<file path="src/rtl/core_dispatcher.sv">
`default_nettype none
// ============================================================================
//  Module   : core_dispatcher
//  Purpose  : Job scheduler in front of an array of matrix cores. Buffers job
//             descriptors in a FIFO, issues each job to a free core using a
//             round-robin grant, tracks per-core busy state from done pulses
//             and counts completed jobs.
//  Ports    : clk, rst_n             - clock, asynchronous active-low reset
//             job_valid/job_data     - job descriptor offer (valid/ready)
//             job_ready              - queue has room this cycle
//             core_start/core_job    - one-hot start pulse and its descriptor
//             core_done              - per-core completion pulses
//             busy                   - per-core ownership of a job
//             fifo_count             - jobs currently queued
//             jobs_done              - wrapping completed-job counter
//             idle                   - queue empty and no core busy
//  Revision : 1.0 - initial release
// ============================================================================
module core_dispatcher #(
    parameter int CORES      = 4,
    parameter int JOB_WIDTH  = 16,
    parameter int FIFO_DEPTH = 4
) (
    input  logic                          clk,
    input  logic                          rst_n,
    input  logic                          job_valid,
    input  logic [JOB_WIDTH-1:0]          job_data,
    output logic                          job_ready,
    output logic [CORES-1:0]              core_start,
    output logic [JOB_WIDTH-1:0]          core_job,
    input  logic [CORES-1:0]              core_done,
    output logic [CORES-1:0]              busy,
    output logic [$clog2(FIFO_DEPTH):0]   fifo_count,
    output logic [15:0]                   jobs_done,
    output logic                          idle
);

    localparam int c_PTR_W = $clog2(FIFO_DEPTH);
    localparam int c_CNT_W = c_PTR_W + 1;
    localparam int c_IDX_W = $clog2(CORES);
    localparam int c_PC_W  = $clog2(CORES + 1);

    localparam logic [c_CNT_W-1:0] c_FULL    = c_CNT_W'(FIFO_DEPTH);
    localparam logic [CORES-1:0]   c_ONE     = CORES'(1);
    localparam logic [c_IDX_W-1:0] c_LAST_RST = c_IDX_W'(CORES - 1);

    // Storage and state
    logic [JOB_WIDTH-1:0] r_mem [FIFO_DEPTH];
    logic [c_PTR_W-1:0]   r_wr_ptr;
    logic [c_PTR_W-1:0]   r_rd_ptr;
    logic [c_CNT_W-1:0]   r_count;
    logic [CORES-1:0]     r_busy;
    logic [CORES-1:0]     r_core_start;
    logic [JOB_WIDTH-1:0] r_core_job;
    logic [15:0]          r_jobs_done;
    logic [c_IDX_W-1:0]   r_last;

    // Combinational decode
    logic                 w_push;
    logic                 w_dispatch;
    logic                 w_grant_found;
    logic [c_IDX_W-1:0]   w_grant_idx;
    logic [c_IDX_W-1:0]   w_cand;
    logic [CORES-1:0]     w_grant_oh;
    logic [CORES-1:0]     w_done_eff;
    logic [c_PC_W-1:0]    w_done_cnt;

    assign job_ready  = (r_count != c_FULL);
    assign idle       = (r_count == '0) && (r_busy == '0);
    assign core_start = r_core_start;
    assign core_job   = r_core_job;
    assign busy       = r_busy;
    assign fifo_count = r_count;
    assign jobs_done  = r_jobs_done;

    assign w_push = job_valid && job_ready;

    // Round-robin search: first free core starting just after the last grant.
    // Only registered busy is used, so a core freed on this edge waits one
    // cycle before it can be granted again.
    always_comb begin
        w_grant_found = 1'b0;
        w_grant_idx   = '0;
        w_cand        = '0;
        for (int k = 1; k <= CORES; k++) begin
            w_cand = c_IDX_W'((int'(r_last) + k) % CORES);
            if (!w_grant_found && !r_busy[w_cand]) begin
                w_grant_found = 1'b1;
                w_grant_idx   = w_cand;
            end
        end
    end

    assign w_dispatch = (r_count != '0) && w_grant_found;
    assign w_grant_oh = w_dispatch ? (c_ONE << w_grant_idx) : '0;

    // Done pulses on cores that do not own a job are discarded.
    assign w_done_eff = core_done & r_busy;

    always_comb begin
        w_done_cnt = '0;
        for (int i = 0; i < CORES; i++) begin
            w_done_cnt = w_done_cnt + c_PC_W'(w_done_eff[i]);
        end
    end

    // Queue storage carries no reset: entries are only read after a push.
    always_ff @(posedge clk) begin
        if (w_push) begin
            r_mem[r_wr_ptr] <= job_data;
        end
    end

    always_ff @(posedge clk or negedge rst_n) begin
        if (!rst_n) begin
            r_wr_ptr     <= '0;
            r_rd_ptr     <= '0;
            r_count      <= '0;
            r_busy       <= '0;
            r_core_start <= '0;
            r_core_job   <= '0;
            r_jobs_done  <= '0;
            r_last       <= c_LAST_RST;
        end else begin
            if (w_push) begin
                r_wr_ptr <= r_wr_ptr + c_PTR_W'(1);
            end
            if (w_dispatch) begin
                r_rd_ptr   <= r_rd_ptr + c_PTR_W'(1);
                r_core_job <= r_mem[r_rd_ptr];
                r_last     <= w_grant_idx;
            end
            case ({w_push, w_dispatch})
                2'b10:   r_count <= r_count + c_CNT_W'(1);
                2'b01:   r_count <= r_count - c_CNT_W'(1);
                default: r_count <= r_count;
            endcase
            // Grant targets a free core and done only affects busy cores,
            // so the two terms never collide on one bit.
            r_busy       <= (r_busy & ~w_done_eff) | w_grant_oh;
            r_core_start <= w_grant_oh;
            r_jobs_done  <= r_jobs_done + 16'(w_done_cnt);
        end
    end

endmodule
`default_nettype wire

</file>
<file path="config.mk">
export PLATFORM = sky130hd
export DESIGN_NAME = core_dispatcher
export DESIGN_NICKNAME = d
export VERILOG_FILES = /design/src/rtl/core_dispatcher.sv
export SDC_FILE = /design/constraint.sdc
export NUM_CORES = 1
export LEC_CHECK = 0
export CORE_MARGIN = 2
export CORE_UTILIZATION = 55
export CTS_CLUSTER_SIZE = 40
export DETAILED_ROUTE_END_ITERATION = 10
export DONT_BUFFER_PORTS = 1
export PLACE_DENSITY = 0.77
export SLEW_MARGIN = 20
export SYNTH_ARGS = -nofsm -noshare
export SYNTH_HDL_FRONTEND = slang
export SYNTH_SLANG_ARGS = --single-unit
</file>
<file path="constraint.sdc">
create_clock -name clk -period 3.28 [get_ports clk]
set_clock_uncertainty 0.1 [all_clocks]
set_input_delay 0.656 -clock clk [delete_from_list [all_inputs] [get_ports clk]]
set_output_delay 0.656 -clock clk [all_outputs]
set_load 0.01 [all_outputs]
</file>
==> results of run 1 <==
==> worst max-delay path, stage by stage, from the launching register on <==
cell	delay, ns
dfrtp_1	0.50
nand2_1	0.12
fa_1	0.50
fa_1	0.45
inv_1	0.08
fa_1	0.27
inv_1	0.07
nor3_1	0.36
nand2_1	0.12
xnor2_1	0.13
==> per-layer routing <==
layer  part of all wire (%)  track usage, %
met2                     54            32.2
met3                    6.7            8.85
met4                    1.2            6.79
met5                      0               0
met1                     38            21.4
==> power by group through the flow <==
stage,sequential [mW],clock (mW),combinational (mW)
after detailed placement,2.43,0,1.40
after global routing,2.47,1.75,1.55
after floorplan,2.28,0,1.22
after global placement,2.41,0,1.34
final,2.41,1.65,1.40
after CTS,2.42,1.67,1.43
==> worst max-delay path by stage <==
stage,startpoint,endpoint,depth (start not counted)
after floorplan,core_done[0],jobs_done[10]$_DFF_PN0_,9
after global placement,core_done[0],jobs_done[10]$_DFF_PN0_,9
after detailed placement,core_done[0],jobs_done[14]$_DFF_PN0_,9
after CTS,busy[0]$_DFF_PN0_,jobs_done[14]$_DFF_PN0_,9
after global routing,busy[0]$_DFF_PN0_,jobs_done[14]$_DFF_PN0_,9
final,busy[0]$_DFF_PN0_,jobs_done[14]$_DFF_PN0_,9
==> stage by stage <==
step,instances,setup slack [ns],cell area (sq um)
after CTS,404,0.443,5290
after detailed placement,370,0.426,4710
after global placement,370,0.450,4710
final,404,0.455,5290
after floorplan,267,0.587,4600
after global routing,404,0.305,5290
==> synthesized netlist by cell type, types with 2 or more instances <==
library cell / number
mux4_1: 8
o21ai_0: 4
nand2_1: 14
mux2_4: 8
mux4_2: 8
dfstp_2: 2
nor3_1: 7
o32ai_1: 4
inv_1: 16
mux2_2: 9
nand4_1: 4
xor2_1: 4
and3_1: 6
buf_2: 3
dfrtp_1: 47
fa_1: 4
nand3_1: 8
xnor2_1: 16
nor2_1: 4
and2_1: 2
a21oi_1: 2
edfxtp_1: 64
ha_1: 6
and4_1: 2
==> kinds of logic after synthesis <==
family                     count (synthesis)  synth area share, %
muxes                                     34                 13.5
xor gates and xnor gates                  20                 3.81
adders and majority gates                 10                 3.37
buffers and inverters                     24                 2.64
DFF                                      113                 68.5
and+or+nand+nor                           50                 5.58
AOI/OAI and AO/OA                         16                 2.61
==> flip-flops by register name, indices dropped and copies added, names as in the netlist <==
signal      flops
busy            4
core_job       16
core_start      4
fifo_count      3
jobs_done      16
r_last          2
r_mem          64
r_rd_ptr        2
r_wr_ptr        2
==> cell type report <==
type / count / area share (%)
clock buffers: 19 / 7.97
clock inverters: 13 / 2.27
inverters: 17 / 1.21
multi-input cells: 130 / 25.1
flip-flops and latches: 113 / 59.5
well taps: 105 / 2.48
repair buffers: 7 / 1.42
==> what timing repair did <==
action	CTS	global route
resized for setup	0	0
endpoints found under the hold margin	49	0
hold buffers	2	0
==> results.json, run 1 <==
{
  "avgSynthCellArea_sq_um": 17.2,
  "cp_max_fo": 8,
  "drive_gt1_share_pct": 21.7,
  "synth_ff_type": "edfxtp_1",
  "vias": 2303,
  "power.share.switching_pct": 31.3,
  "route.detailed.drc": 0,
  "ys_top_cells_by_area": "edfxtp_1 (42%), dfrtp_1 (26%), mux4_1 (4.6%)",
  "dr.pass1.iters": 4,
  "start_util_pct": 56.3,
  "worstPathRequired_ns": 3.55,
  "synth.distinct_cells": 39,
  "clkSlewWorstSetupHoldPaths_ns": 0.05,
  "ant_nets": 0,
  "p_clk_share_pct": 30.2,
  "synth-seq-cells": 113,
  "synth-seq-area-share_pct": 68.5,
  "hold_viol_final": 0,
  "setup_viol_count_final": 0,
  "rrSetupSlack_ns": 0.46,
  "synth_top_cell_area_share_pct": 41.8,
  "cts_tree": "done",
  "min_path_cells": 0,
  "hold_path.class": "input pin to flop",
  "final-seq-area_sq_um": 3150,
  "worst_slew_pin_slew_ns": 0.838,
  "clock-sinks": 113,
  "crit_type": "flop to flop",
  "ys.warnings.count": 0,
  "worst_hold_path.endpoint": "r_mem[0][2]$_DFFE_PP_",
  "final_util_pct": 64.7,
  "rows": 33,
  "die_area_sq_um": 9110,
  "grt_usage_pct": 19.1,
  "status": "complete, no violations",
  "die_x_um": 95.5,
  "syn_area_sq_um": 4600,
  "finalNetCount": 319,
  "synth_fp_nets": 300,
  "finalSetupTns_ns": 0,
  "antenna_found_initial": 0,
  "grt_pass1_vias": 2361,
  "seqPwrFrac_pct": 44.2,
  "synth_area_leader_cell": "edfxtp_1",
  "startpoint_type": "flop",
  "nFillCells": 571,
  "grt_overflow": 0,
  "antennaDiodeCount": 0,
  "power_mw": 5.45,
  "reg2regPathDepth": 9,
  "total_leakage_power_nw": 2.08,
  "arrival_ns": 3.10,
  "max-vdd-ir-drop_v": 0.000506,
  "grt_setup_unrepaired": "no",
  "r2r_start": "busy[0]$_DFF_PN0_",
  "wl_per_cell_um": 19.6,
  "viasPerCell": 5.70,
  "intPower_mw": 3.75,
  "cap_violations": 0,
  "period_needed_ns": 2.82,
  "grt_start_max_net_pins": 50,
  "place.gp.congestion": 0.743,
  "numCtsBuffers": 17,
  "drt_iter0_markers": 144,
  "final_cell_mix": "edfxtp_1 (64), dfrtp_1 (47), inv_1 (16), xnor2_1 (16), clkbuf_16 (16)",
  "slew_violations": 0,
  "p_per_area_nw_per_um2": 1030,
  "dp_hpwl_um": 4820,
  "ioPinCount": 68,
  "slew_headroom_pct": 44.1,
  "holdWs_ns": 0.148,
  "root_buffer": "clkbuf_8",
  "postCtsSetupBuffers": 0,
  "worstHoldStart": "job_data[2]",
  "io_buffers": 0,
  "async_reset_ff_share_pct": 43.4,
  "die_height_um": 95.5,
  "clk_latency_ns": 0.50,
  "power.switching_mw": 1.70,
  "fin_crit_sh_pct": 86.1,
  "clock_path_buffers": 2,
  "fmax_mhz": 354,
  "coreArea_sq_um": 8180,
  "syn2layout_area_growth_pct": 15.0,
  "synth_edf_count": 64,
  "routed_wl_um": 7910,
  "syn_inst": 267,
  "r2r_end": "jobs_done[14]$_DFF_PN0_",
  "p_comb_share_pct": 25.7,
  "final_common_cell": "edfxtp_1",
  "grt_pass1_wl_um": 12200,
  "cp-end-kind": "flop",
  "multi_input_area_sq_um": 1330,
  "htreeDepth": 4
}
Power figures use the tool's default switching activity.
==> run 2: changes to the inputs <==
CORE_UTILIZATION = 40   (was 55)
PLACE_DENSITY = 0.61   (was 0.77)
==> results.json, run 2 (synthesis gave the netlist of run 1 again) <==
{
  "dp_hpwl_um": 5000,
  "cp_max_fo": 8,
  "io_buffers": 0,
  "placedCellCount": 409,
  "finalWorstSetupSlack_ns": 0.522,
  "hold_path.class": "input pin to asynchronous set/reset pin",
  "hold_viol_final": 0,
  "startpoint_type": "flop",
  "setup_viol_count_final": 0,
  "final_cell_mix": "edfxtp_1 (64), dfrtp_1 (47), clkbuf_16 (17)",
  "clock_path_buffers": 2,
  "postCtsSetupBuffers": 0,
  "power_mw": 5.64,
  "holdWs_ns": 0.00887,
  "grt_usage_pct": 14.4,
  "htreeDepth": 4,
  "grt_pass1_vias": 2463,
  "drt_iter0_markers": 129,
  "cap_violations": 0,
  "cts_tree": "done",
  "crit_type": "flop to flop",
  "numCtsBuffers": 17,
  "drive_gt1_share_pct": 22.4,
  "finalSetupTns_ns": 0,
  "antennaDiodeCount": 0,
  "max-vdd-ir-drop_v": 0.000504,
  "grt_pass1_wl_um": 13100,
  "route.detailed.drc": 0,
  "regMostFlops": "r_mem",
  "final_common_cell": "edfxtp_1",
  "slew_violations": 0,
  "grt_overflow": 0,
  "p_per_area_nw_per_um2": 1040,
  "period_needed_ns": 2.76,
  "grt_setup_unrepaired": "no",
  "wl_per_cell_um": 18.2,
  "antenna_found_initial": 0,
  "ioPinCount": 68,
  "die_height_um": 111,
  "root_buffer": "clkbuf_16",
  "fmax_mhz": 363,
  "die_area_sq_um": 12400,
  "ant_nets": 0,
  "rows": 39,
  "syn2layout_area_growth_pct": 17.4,
  "total_leakage_power_nw": 2.12,
  "r2r_end": "jobs_done[10]$_DFF_PN0_",
  "rrSetupSlack_ns": 0.52,
  "fin_crit_sh_pct": 84.1,
  "r2r_start": "busy[0]$_DFF_PN0_",
  "coreArea_sq_um": 11300,
  "dr.pass1.iters": 4,
  "grt_start_max_net_pins": 50,
  "worstPathRequired_ns": 3.46,
  "fin_cells": 442,
  "arrival_ns": 2.94,
  "clk_latency_ns": 0.41,
  "finalNetCount": 319,
  "start_util_pct": 40.6,
  "routed_wl_um": 8060,
  "clock-sinks": 113,
  "dp_slack_ns": 0.433,
  "die_x_um": 111,
  "status": "complete, no violations",
  "reg2regPathDepth": 9,
  "largest_reg_flops": 64,
  "place.gp.congestion": 0.777,
  "vias": 2247,
  "slew_headroom_pct": 44.6,
  "worst_slew_pin_slew_ns": 0.830,
  "cp-end-kind": "flop",
  "clkSlewWorstSetupHoldPaths_ns": 0.05,
  "viasPerCell": 5.08
}
[run 2: cell types whose count changed in the layout (fill, tap and decap cells not counted), sizes merged]
cell / delta
buf: +1
dlygate4sd3: -1
clkbuf: +4
clkinv: -3
bufinv: +1
clkinvlp: -2
[run 2: layout make-up]
type	count	area (sq um)
tap	143	179
clock buffer	23	478
timing repair buffer	7	72.6
clock inverter	9	130
multi-input combinational	130	1330
inverter	17	63.8
fill	955	5920
sequential	113	3150
[run 2: what timing repair did]
action,in CTS,in global routing
hold buffers,1,0
gates resized for setup,0,0
setup endpoints to repair,0,0
endpoints found under the hold margin,49,0
[run 2: power by group]
group | switching, mW | internal (mW) | total (mW)
registers | 0.480 | 1.96 | 2.44
logic | 0.625 | 0.723 | 1.35
clock network | 0.604 | 1.25 | 1.85
[run 2: per-layer routing]
metal	wire length [um]	vias up	track usage (%)
met4	79	0	6.42
li1	-	1034	-
met2	4070	66	22.7
met5	0	-	0
met3	700	7	8.47
met1	3210	1140	15.7
[run 2: how the worst max path moves through the flow]
stage | slack (ns) | startpoint | to | cells past startpoint
6_report | 0.52 | busy[0]$_DFF_PN0_ | jobs_done[10]$_DFF_PN0_ | 9
2_1_floorplan | 0.59 | core_done[0] | jobs_done[10]$_DFF_PN0_ | 9
5_1_grt | 0.22 | busy[0]$_DFF_PN0_ | jobs_done[10]$_DFF_PN0_ | 9
3_5_place_dp | 0.43 | core_done[0] | jobs_done[10]$_DFF_PN0_ | 9
4_1_cts | 0.50 | busy[0]$_DFF_PN0_ | jobs_done[10]$_DFF_PN0_ | 9
3_3_place_gp | 0.44 | core_done[0] | jobs_done[14]$_DFF_PN0_ | 9
[run 2: worst max-delay path: stages (launching register included)]
cell     delay, ns
dfrtp_1       0.51
nand2_1       0.13
fa_1          0.49
fa_1          0.45
inv_1         0.08
fa_1          0.27
inv_1         0.06
nor3_1        0.30
nand2_1       0.11
xnor2_1       0.14
[run 2: metrics by stage]
stage | utilization (%) | cell area, sq um
2_1_floorplan | - | 4600
3_3_place_gp | 42.1 | 4770
3_5_place_dp | 42.1 | 4770
4_1_cts | 47.7 | 5400
6_report | 47.7 | 5400
5_1_grt | 47.7 | 5400
